===== src/rtl/wb_pipe_reg.sv =====
// wb_pipe_reg: multi-lane, multi-stage writeback pipeline register.
// Carries LANES register-file write requests through DEPTH stages, sanitises
// x0 writes and same-bundle destination conflicts at capture, offers
// combinational forwarding over all in-flight stages, and counts retired writes.

// Per-lane capture sanitiser: a lane keeps its enable only if it targets a
// nonzero register and no higher-index enabled lane targets the same one.
module wb_pipe_lane_san #(
  parameter int ADDR_W = 5,
  parameter int LANES  = 2,
  parameter int LANE   = 0
) (
  input  logic [LANES*ADDR_W-1:0] addr_all_i,
  input  logic [LANES-1:0]        en_all_i,
  output logic                    en_o
);
  logic [ADDR_W-1:0] my_addr;
  assign my_addr = addr_all_i[LANE*ADDR_W +: ADDR_W];

  // Drop x0 writes and writes shadowed by a later lane in the same bundle.
  always_comb begin
    en_o = en_all_i[LANE] && (my_addr != '0);
    for (int m = LANE + 1; m < LANES; m++) begin
      if (en_all_i[m] && (addr_all_i[m*ADDR_W +: ADDR_W] == my_addr))
        en_o = 1'b0;
    end
  end
endmodule

module wb_pipe_reg #(
  parameter int DATA_W = 32,
  parameter int ADDR_W = 5,
  parameter int LANES  = 2,
  parameter int DEPTH  = 1,
  parameter int QPORTS = 2,
  parameter int CNT_W  = 32
) (
  input  logic                     clk,
  input  logic                     rst,
  input  logic                     stall_i,
  input  logic                     flush_i,
  input  logic [LANES*DATA_W-1:0]  rd_data_i,
  input  logic [LANES*ADDR_W-1:0]  rd_addr_i,
  input  logic [LANES-1:0]         rd_en_i,
  output logic [LANES*DATA_W-1:0]  rd_data_o,
  output logic [LANES*ADDR_W-1:0]  rd_addr_o,
  output logic [LANES-1:0]         rd_en_o,
  input  logic [QPORTS*ADDR_W-1:0] q_addr_i,
  output logic [QPORTS-1:0]        q_hit_o,
  output logic [QPORTS*DATA_W-1:0] q_data_o,
  output logic [CNT_W-1:0]         retire_cnt_o
);
  logic [DEPTH-1:0][LANES*DATA_W-1:0] data_q, data_d;
  logic [DEPTH-1:0][LANES*ADDR_W-1:0] addr_q, addr_d;
  logic [DEPTH-1:0][LANES-1:0]        en_q,   en_d;
  logic [LANES-1:0]                   san_en;
  logic [CNT_W-1:0]                   cnt_q, cnt_d, pop;

  genvar k;
  generate
    for (k = 0; k < LANES; k++) begin : g_san
      wb_pipe_lane_san #(.ADDR_W(ADDR_W), .LANES(LANES), .LANE(k)) u_san (
        .addr_all_i (rd_addr_i),
        .en_all_i   (rd_en_i),
        .en_o       (san_en[k])
      );
    end
  endgenerate

  // Stage next-state: flush beats stall beats advance; data/addr of disabled
  // lanes pass through untouched, only the enable is sanitised.
  always_comb begin
    data_d = data_q;
    addr_d = addr_q;
    en_d   = en_q;
    if (flush_i) begin
      data_d = '0;
      addr_d = '0;
      en_d   = '0;
    end else if (!stall_i) begin
      data_d[0] = rd_data_i;
      addr_d[0] = rd_addr_i;
      en_d[0]   = san_en;
      for (int s = 1; s < DEPTH; s++) begin
        data_d[s] = data_q[s-1];
        addr_d[s] = addr_q[s-1];
        en_d[s]   = en_q[s-1];
      end
    end
  end

  // Stage registers; reset clears every stage regardless of flush/stall.
  always_ff @(posedge clk) begin
    if (rst) begin
      data_q <= '0;
      addr_q <= '0;
      en_q   <= '0;
    end else begin
      data_q <= data_d;
      addr_q <= addr_d;
      en_q   <= en_d;
    end
  end

  assign rd_data_o = data_q[DEPTH-1];
  assign rd_addr_o = addr_q[DEPTH-1];
  assign rd_en_o   = en_q[DEPTH-1];

  // Retire count: the last stage leaves on any non-stalled or flushing edge.
  always_comb begin
    pop = '0;
    for (int l = 0; l < LANES; l++)
      pop = pop + CNT_W'(en_q[DEPTH-1][l]);
    cnt_d = cnt_q;
    if (!stall_i || flush_i)
      cnt_d = cnt_q + pop;
  end

  // Retired-write counter register, wraps naturally.
  always_ff @(posedge clk) begin
    if (rst) cnt_q <= '0;
    else     cnt_q <= cnt_d;
  end

  assign retire_cnt_o = cnt_q;

  // Forwarding lookup: scan oldest stage / lowest lane first so the last
  // match written (youngest stage, highest lane) wins.
  always_comb begin
    q_hit_o  = '0;
    q_data_o = '0;
    for (int j = 0; j < QPORTS; j++) begin
      for (int s = DEPTH - 1; s >= 0; s--) begin
        for (int l = 0; l < LANES; l++) begin
          if (en_q[s][l] && (q_addr_i[j*ADDR_W +: ADDR_W] != '0) &&
              (addr_q[s][l*ADDR_W +: ADDR_W] == q_addr_i[j*ADDR_W +: ADDR_W])) begin
            q_hit_o[j]                  = 1'b1;
            q_data_o[j*DATA_W +: DATA_W] = data_q[s][l*DATA_W +: DATA_W];
          end
        end
      end
    end
  end
endmodule


===== config.mk =====
export PLATFORM = sky130hd
export DESIGN_NAME = wb_pipe_reg
export DESIGN_NICKNAME = d
export VERILOG_FILES = /design/src/rtl/wb_pipe_reg.sv
export SDC_FILE = /design/constraint.sdc
export NUM_CORES = 1
export LEC_CHECK = 0
export ABC_CLOCK_PERIOD_IN_PS = 2800
export CORE_MARGIN = 8
export CORE_UTILIZATION = 40
export CTS_CLUSTER_SIZE = 24
export DETAILED_ROUTE_END_ITERATION = 10
export PLACE_DENSITY = 0.81
export SLEW_MARGIN = 20
export SYNTH_ARGS = -nofsm -noshare
export SYNTH_HDL_FRONTEND = slang
export SYNTH_SLANG_ARGS = --single-unit

===== constraint.sdc =====
create_clock -name clk -period 2.8 [get_ports clk]
set_input_delay 0.42 -clock clk [delete_from_list [all_inputs] [get_ports clk]]
set_output_delay 0.42 -clock clk [all_outputs]
set_load 0.03 [all_outputs]

==> results of run 1 <==
-- through the flow --
stage	util	hold slack, ns	total power, mW
after floorplan	-	0.5639	1.882
after global placement	0.6053	0.4780	2.166
after detailed placement	0.6053	0.4787	2.173
after CTS	0.6301	0.4907	3.651
after global routing	0.6407	0.5174	3.751
final	0.6407	0.4826	3.630
-- final timing paths --
path                                              start                             to  cells after the start
worst max-delay path                        q_addr_i[3]                    q_data_o[2]                      8
worst min-delay path            rd_en_o[0]$_SDFFE_PP0N_        rd_en_o[0]$_SDFFE_PP0N_                      2
worst max register to register  rd_en_o[0]$_SDFFE_PP0N_  retire_cnt_o[21]$_SDFFE_PP0P_                      7
worst min register to register  rd_en_o[0]$_SDFFE_PP0N_        rd_en_o[0]$_SDFFE_PP0N_                      2
-- state kept, by name, indices dropped and copies added (netlist names) --
register,cells
rd_addr_o,10
rd_data_o,64
rd_en_o,2
retire_cnt_o,32
-- cell type report --
cell class,count,area (um2)
multi-input cells,472,3528
clock inverters,4,97.59
diodes,1,2.502
fillers,1113,5162
flip-flops and latches,108,2162
clock buffers,11,242.7
well taps,184,230.2
inverters,9,33.78
repair buffers,298,2909
-- power by group through the flow --
stage	registers, mW	clock network (mW)	logic (mW)
after floorplan	1.71	0	0.170
after detailed placement	1.65	0	0.524
after global routing	1.62	1.56	0.566
after CTS	1.61	1.51	0.525
final	1.62	1.48	0.534
after global placement	1.65	0	0.517
-- routing by layer --
metal  GRT usage  vias up  wire length, um
met5           0        -                9
met4      0.1001        2              662
met3     0.09728       41             2220
met2      0.3819      207            11180
met1      0.2418     2817             8337
li1            -     2768                -
-- synthesized netlist by cell type (all sizes together) --
| cell type | count |
|---|---|
| o21ai | 8 |
| or4b | 1 |
| o41ai | 1 |
| dfxtp | 108 |
| mux2 | 71 |
| xor2 | 28 |
| nand4 | 15 |
| clkbuf | 37 |
| ha | 1 |
| nor3 | 7 |
| a311o | 1 |
| and4 | 3 |
| or2 | 1 |
| and2 | 3 |
| xnor2 | 5 |
| fa | 1 |
| nor4 | 8 |
| o31ai | 7 |
| nor4b | 1 |
| or3 | 8 |
| nand2 | 18 |
| nand3 | 10 |
| buf | 10 |
| a21oi | 18 |
| nor2b | 8 |
| mux2i | 74 |
| a211oi | 3 |
| nor2 | 94 |
| nand2b | 1 |
| or4 | 10 |
| inv | 9 |
| and3 | 65 |
| o211ai | 1 |
-- cell families (layout without fill, tap and decap cells) --
group                    Yosys count  after routing  share of synthesized area
AND/OR/NAND/NOR                  253            253                     0.2307
multiplexers                     145            145                     0.2647
flip-flops                       108            108                     0.3715
buffers and inverters             56            322                    0.03805
AO/OA/AOI/OAI                     39             39                    0.03978
XOR/XNOR                          33             33                    0.04967
adder cells (fa/ha/maj)            2              2                   0.005590
other                              0              1                          0
-- tightest hold or removal path: cells and delay by family, from the launching register on --
kind,cells,cell delay (ns)
AND/OR/NAND/NOR,1,0.06
flip-flops,1,0.33
AO/OA/AOI/OAI,1,0.05
-- timing repair --
action | 4_1_cts | 5_1_grt
pin swaps | 1 | 3
endpoints found under the hold margin | 0 | 0
resized for setup | 35 | 15
buffers inserted | 0 | 3
setup endpoints to repair | 41 | 64
cloned | 0 | 3
-- cell usage in the layout, fill, tap and decap left out, types with 3 or more instances in the layout --
cell             synthesis  routed
nor3_1                   7       5
clkbuf_16                0      11
mux2_2                  70      70
and2_1                   3       3
o31ai_1                  7       7
nor2_1                  94      94
nand4_1                 14      14
clkdlybuf4s15_2          0      11
bufinv_16                0       3
buf_4                    0      79
xor2_1                  28      24
buf_12                   0       7
a21oi_1                 18      18
clkdlybuf4s50_1          0     191
or3_1                    6       6
nor2b_1                  8       8
dlymetal6s2s_1           0       4
dfxtp_1                108     108
inv_1                    9       9
mux2i_1                 74      74
nor4_1                   6       3
xor2_2                   0       4
nand3_1                 10      10
o21ai_0                  8       8
nor4_2                   1       3
or4_1                    9       9
and3_1                  65      65
xnor2_1                  5       5
nand2_1                 18      18
==> impl_metrics.toml, run 1 <==
[clock_network]
hold_buffers = 0
h-tree-depth = 3
clk_latency_ns = 0.35
cts_root_buf = "clkbuf_16"
cts_buffer_depth = 2
cts_tree = "done"
clk_transition_reported_paths_ns = 0.07
cts.sinks = 108
cts_buffers = 9

[drt]
routed_wl_um = 22410
vias = 5835
drtIter0Drc = 304
drc = 0
drtPass1Iterations = 4
detail_route.wl_per_cell_um = 20.61
vias_per_cell = 5.368
ant_nets = 0

[pwr]
p_clk_frac = 0.408
internal-power_mw = 2.735
cellPowerDensity_nw_per_um2 = 394.3
switching_share = 0.2465
peakVddDrop_uv = 295.8
p_seq_frac = 0.445
combPwrFrac = 0.147
p_leak_nw = 4.086
p_sw_mw = 0.8950

[timing]
slew_headroom = 0.4293
slew_violations = 0
timing.final.ws_setup_ns = 0.03610
setup_violations = 0
finalHoldViolations = 0
fin_crit_sh = 0.9871
max_freq_mhz = 361.8
tightest_slew_ns = 0.8560
fin_crit_ns = 2.764
fin_skew_ns = 0.008939
setup_tns_ns = 0

[global_routing]
antenna_found_initial = 2
grt_pass1_vias = 5836
grt_max_degree = 80
grt_overflow = 0
grt_pass1_wl_um = 32810
grt_use_total = 0.2264

[placement]
dp_cells = 1065
placed_cell_area_um2 = 8697
post-dp-hpwl_um = 16370
place_ws_ns = -0.2995
place_congestion = 0.8848
io_buffer_count = 263

[worst_setup_path]
cp_top_family = "buffers and inverters"
critPathArrivalTime_ns = 2.34
critPathBufInv = 4
cp-end-kind = "output port"
path_class = "input port to output port"
cp.required_ns = 2.38
critPathLaunchType = "input port"
path_cells = "clkdlybuf4s50_1, nor2_1, nand2_1, nand4_1, buf_4, clkbuf_16, mux2_2, clkdlybuf4s15_2"
rrSetupSlack_ns = 0.46
crit_path_top_delay_cell = "clkdlybuf4s50_1"
slowest_delay_ns = 0.48
cp_max_fo = 6

[logic_synthesis]
ys_seq_area_frac = 0.3715
yosysUniqueCellTypes = 42
syn_avg_cell_area_um2 = 9.150
ys_seq_elements = 108
synth_top_area_frac = 0.3715
synth.area.top_cells = "dfxtp_1, mux2_2, mux2i_1"
synth_top_area_cell = "dfxtp_1"
synth_nets = 728
synth_area_um2 = 5819
synth_cells = 636
yosysWarnings = 0

[run_status]
status = "complete, no violations"

[layout]
fin_nets = 990
final_cell_count_no_fill = 1087
final_layout_size_suffix_gt1_frac = 0.2273
syn2layout_area_growth_pct = 58.20
final_area_um2 = 9206

[worst_hold_path]
hold_class = "flip-flop to flip-flop"

[floorplan]
initial_utilization = 0.4050
num_rows = 44
core_area_um2 = 14370
fp.dieArea_um2 = 18660
die_h_um = 136.6
io_pins = 264
fp.dieW_um = 136.6

[run]
drv_cap = 0
No activity file was read; power rests on OpenSTA's default activity.
==> inputs of run 2 (changes only) <==
Settings changed: CTS_CLUSTER_SIZE 24 to not set, SKIP_LAST_GASP set to 1.
==> impl_metrics.toml, run 2 (synthesized netlist as in run 1, its figures left out) <==
[drt]
detail_route.wl_per_cell_um = 20.47
drtPass1Iterations = 4
drc = 0
ant_nets = 0
drtIter0Drc = 368
vias_per_cell = 5.377
vias = 5839
routed_wl_um = 22230

[timing]
fin_crit_ns = 2.735
finalHoldViolations = 0
hold_ws_ns = 0.4842
setup_violations = 0
slew_headroom = 0.4361
max_freq_mhz = 365.7
fin_crit_sh = 0.9767
slew_violations = 0
tightest_slew_ns = 0.8458
fin_skew_ns = 0.006184
setup_tns_ns = 0

[layout]
fin_util = 0.6385
final_area_um2 = 9175
fin_nets = 989
final_layout_size_suffix_gt1_frac = 0.2231
final_cell_mix = "clkdlybuf4s50_1, dfxtp_1, nor2_1"
fillCellCount = 1122
syn2layout_area_growth_pct = 57.67
layout_commonest_cell = "clkdlybuf4s50_1"
multi_input_area_um2 = 3506
largest_reg_flops = 64
seqCellArea_um2 = 2162

[global_routing]
grt_pass1_vias = 5836
grt_pass1_wl_um = 32810
antenna_found_initial = 2
grt_overflow = 0
grt_max_degree = 80
grt_use_total = 0.2264

[pwr]
peakVddDrop_uv = 297.2
p_leak_nw = 4.082
cellPowerDensity_nw_per_um2 = 395.2
power_mw = 3.626

[worst_setup_path]
cp_max_fo = 20
critPathArrivalTime_ns = 2.31
cp-end-kind = "output port"
critPathLaunchType = "input port"
cp.required_ns = 2.38
path_class = "input port to output port"
r2r_cells = 7
rrSetupSlack_ns = 0.46

[worst_hold_path]
hold-path-cell-count = 2
hold_class = "flip-flop to flip-flop"

[placement]
io_buffer_count = 263
post-dp-hpwl_um = 16370
placed_cell_area_um2 = 8697
place_congestion = 0.8848

[clock_network]
cts_buffers = 9
clk_transition_reported_paths_ns = 0.07
cts_root_buf = "clkbuf_16"
hold_buffers = 0
clk_latency_ns = 0.35
cts_tree = "done"
h-tree-depth = 3
cts_buffer_depth = 2
cts.sinks = 108

[floorplan]
io_pins = 264
fp.dieW_um = 136.6
num_rows = 44
die_h_um = 136.6
initial_utilization = 0.4050
core_area_um2 = 14370
fp.dieArea_um2 = 18660

[run_status]
status = "complete, no violations"

[run]
drv_cap = 0
## run 2: changes by cell type in the layout (fill, tap and decap cells not counted)
cell	change
buf_4	-2
dlygate4sd2_1	-1
buf_6	+2
clkbuf_2	+1
dlymetal6s2s_1	+1
buf_12	+1
buf_8	-1
buf_2	-1
xor2_2	-3
clkbuf_16	-1
xor2_1	+3
## run 2: stage by stage
step	worst slack [ns]	std cells
after CTS	-0.03524	1080
after global routing	-0.005223	1086
after detailed placement	-0.2995	1065
after global placement	-0.2699	1065
after floorplan	0.4622	636
final	0.06521	1086
## run 2: cell type report
cell class                      instances  area share
Antenna cell                            1   0.0002727
Clock buffer                           11     0.02646
Clock inverter                          4     0.01064
Inverter                                9    0.003682
Multi-Input combinational cell        472      0.3821
Sequential cell                       108      0.2356
Tap cell                              184     0.02509
Timing Repair Buffer                  297      0.3161
## run 2: path summary, 6_finish.rpt
path	startpoint	to
min	rd_en_o[0]$_SDFFE_PP0N_	rd_en_o[0]$_SDFFE_PP0N_
max	q_addr_i[3]	q_data_o[13]
max reg2reg	rd_en_o[0]$_SDFFE_PP0N_	retire_cnt_o[21]$_SDFFE_PP0P_
min reg2reg	rd_en_o[0]$_SDFFE_PP0N_	rd_en_o[0]$_SDFFE_PP0N_
## run 2: report_power, final
group          switching, mW  internal, mW
Sequential            0.0420          1.57
Combinational          0.266         0.268
Clock                  0.582         0.895
## run 2: worst max-delay path: stages
cell and delay, ns:
clkdlybuf4s50_1 0.49, nor2_1 0.25, nand2_1 0.10, nand4_1 0.18
buf_4 0.16, buf_12 0.16, mux2_2 0.36, buf_4 0.17
## run 2: per-layer routing
layer | GRT usage | vias to the layer above | part of all wire
met2 | 0.3819 | 207 | 0.49
met4 | 0.1001 | 2 | 0.031
met3 | 0.09728 | 43 | 0.097
met1 | 0.2418 | 2817 | 0.38
met5 | 0 | - | 0.00040
li1 | - | 2770 | -
## run 2: timing repair
action / in CTS / in global routing
endpoints found under the setup margin: 41 / 64
hold endpoints to repair: 0 / 0
gates cloned: 0 / 2
pin swaps: 1 / 2
resized for setup: 32 / 17
buffers inserted: 0 / 3
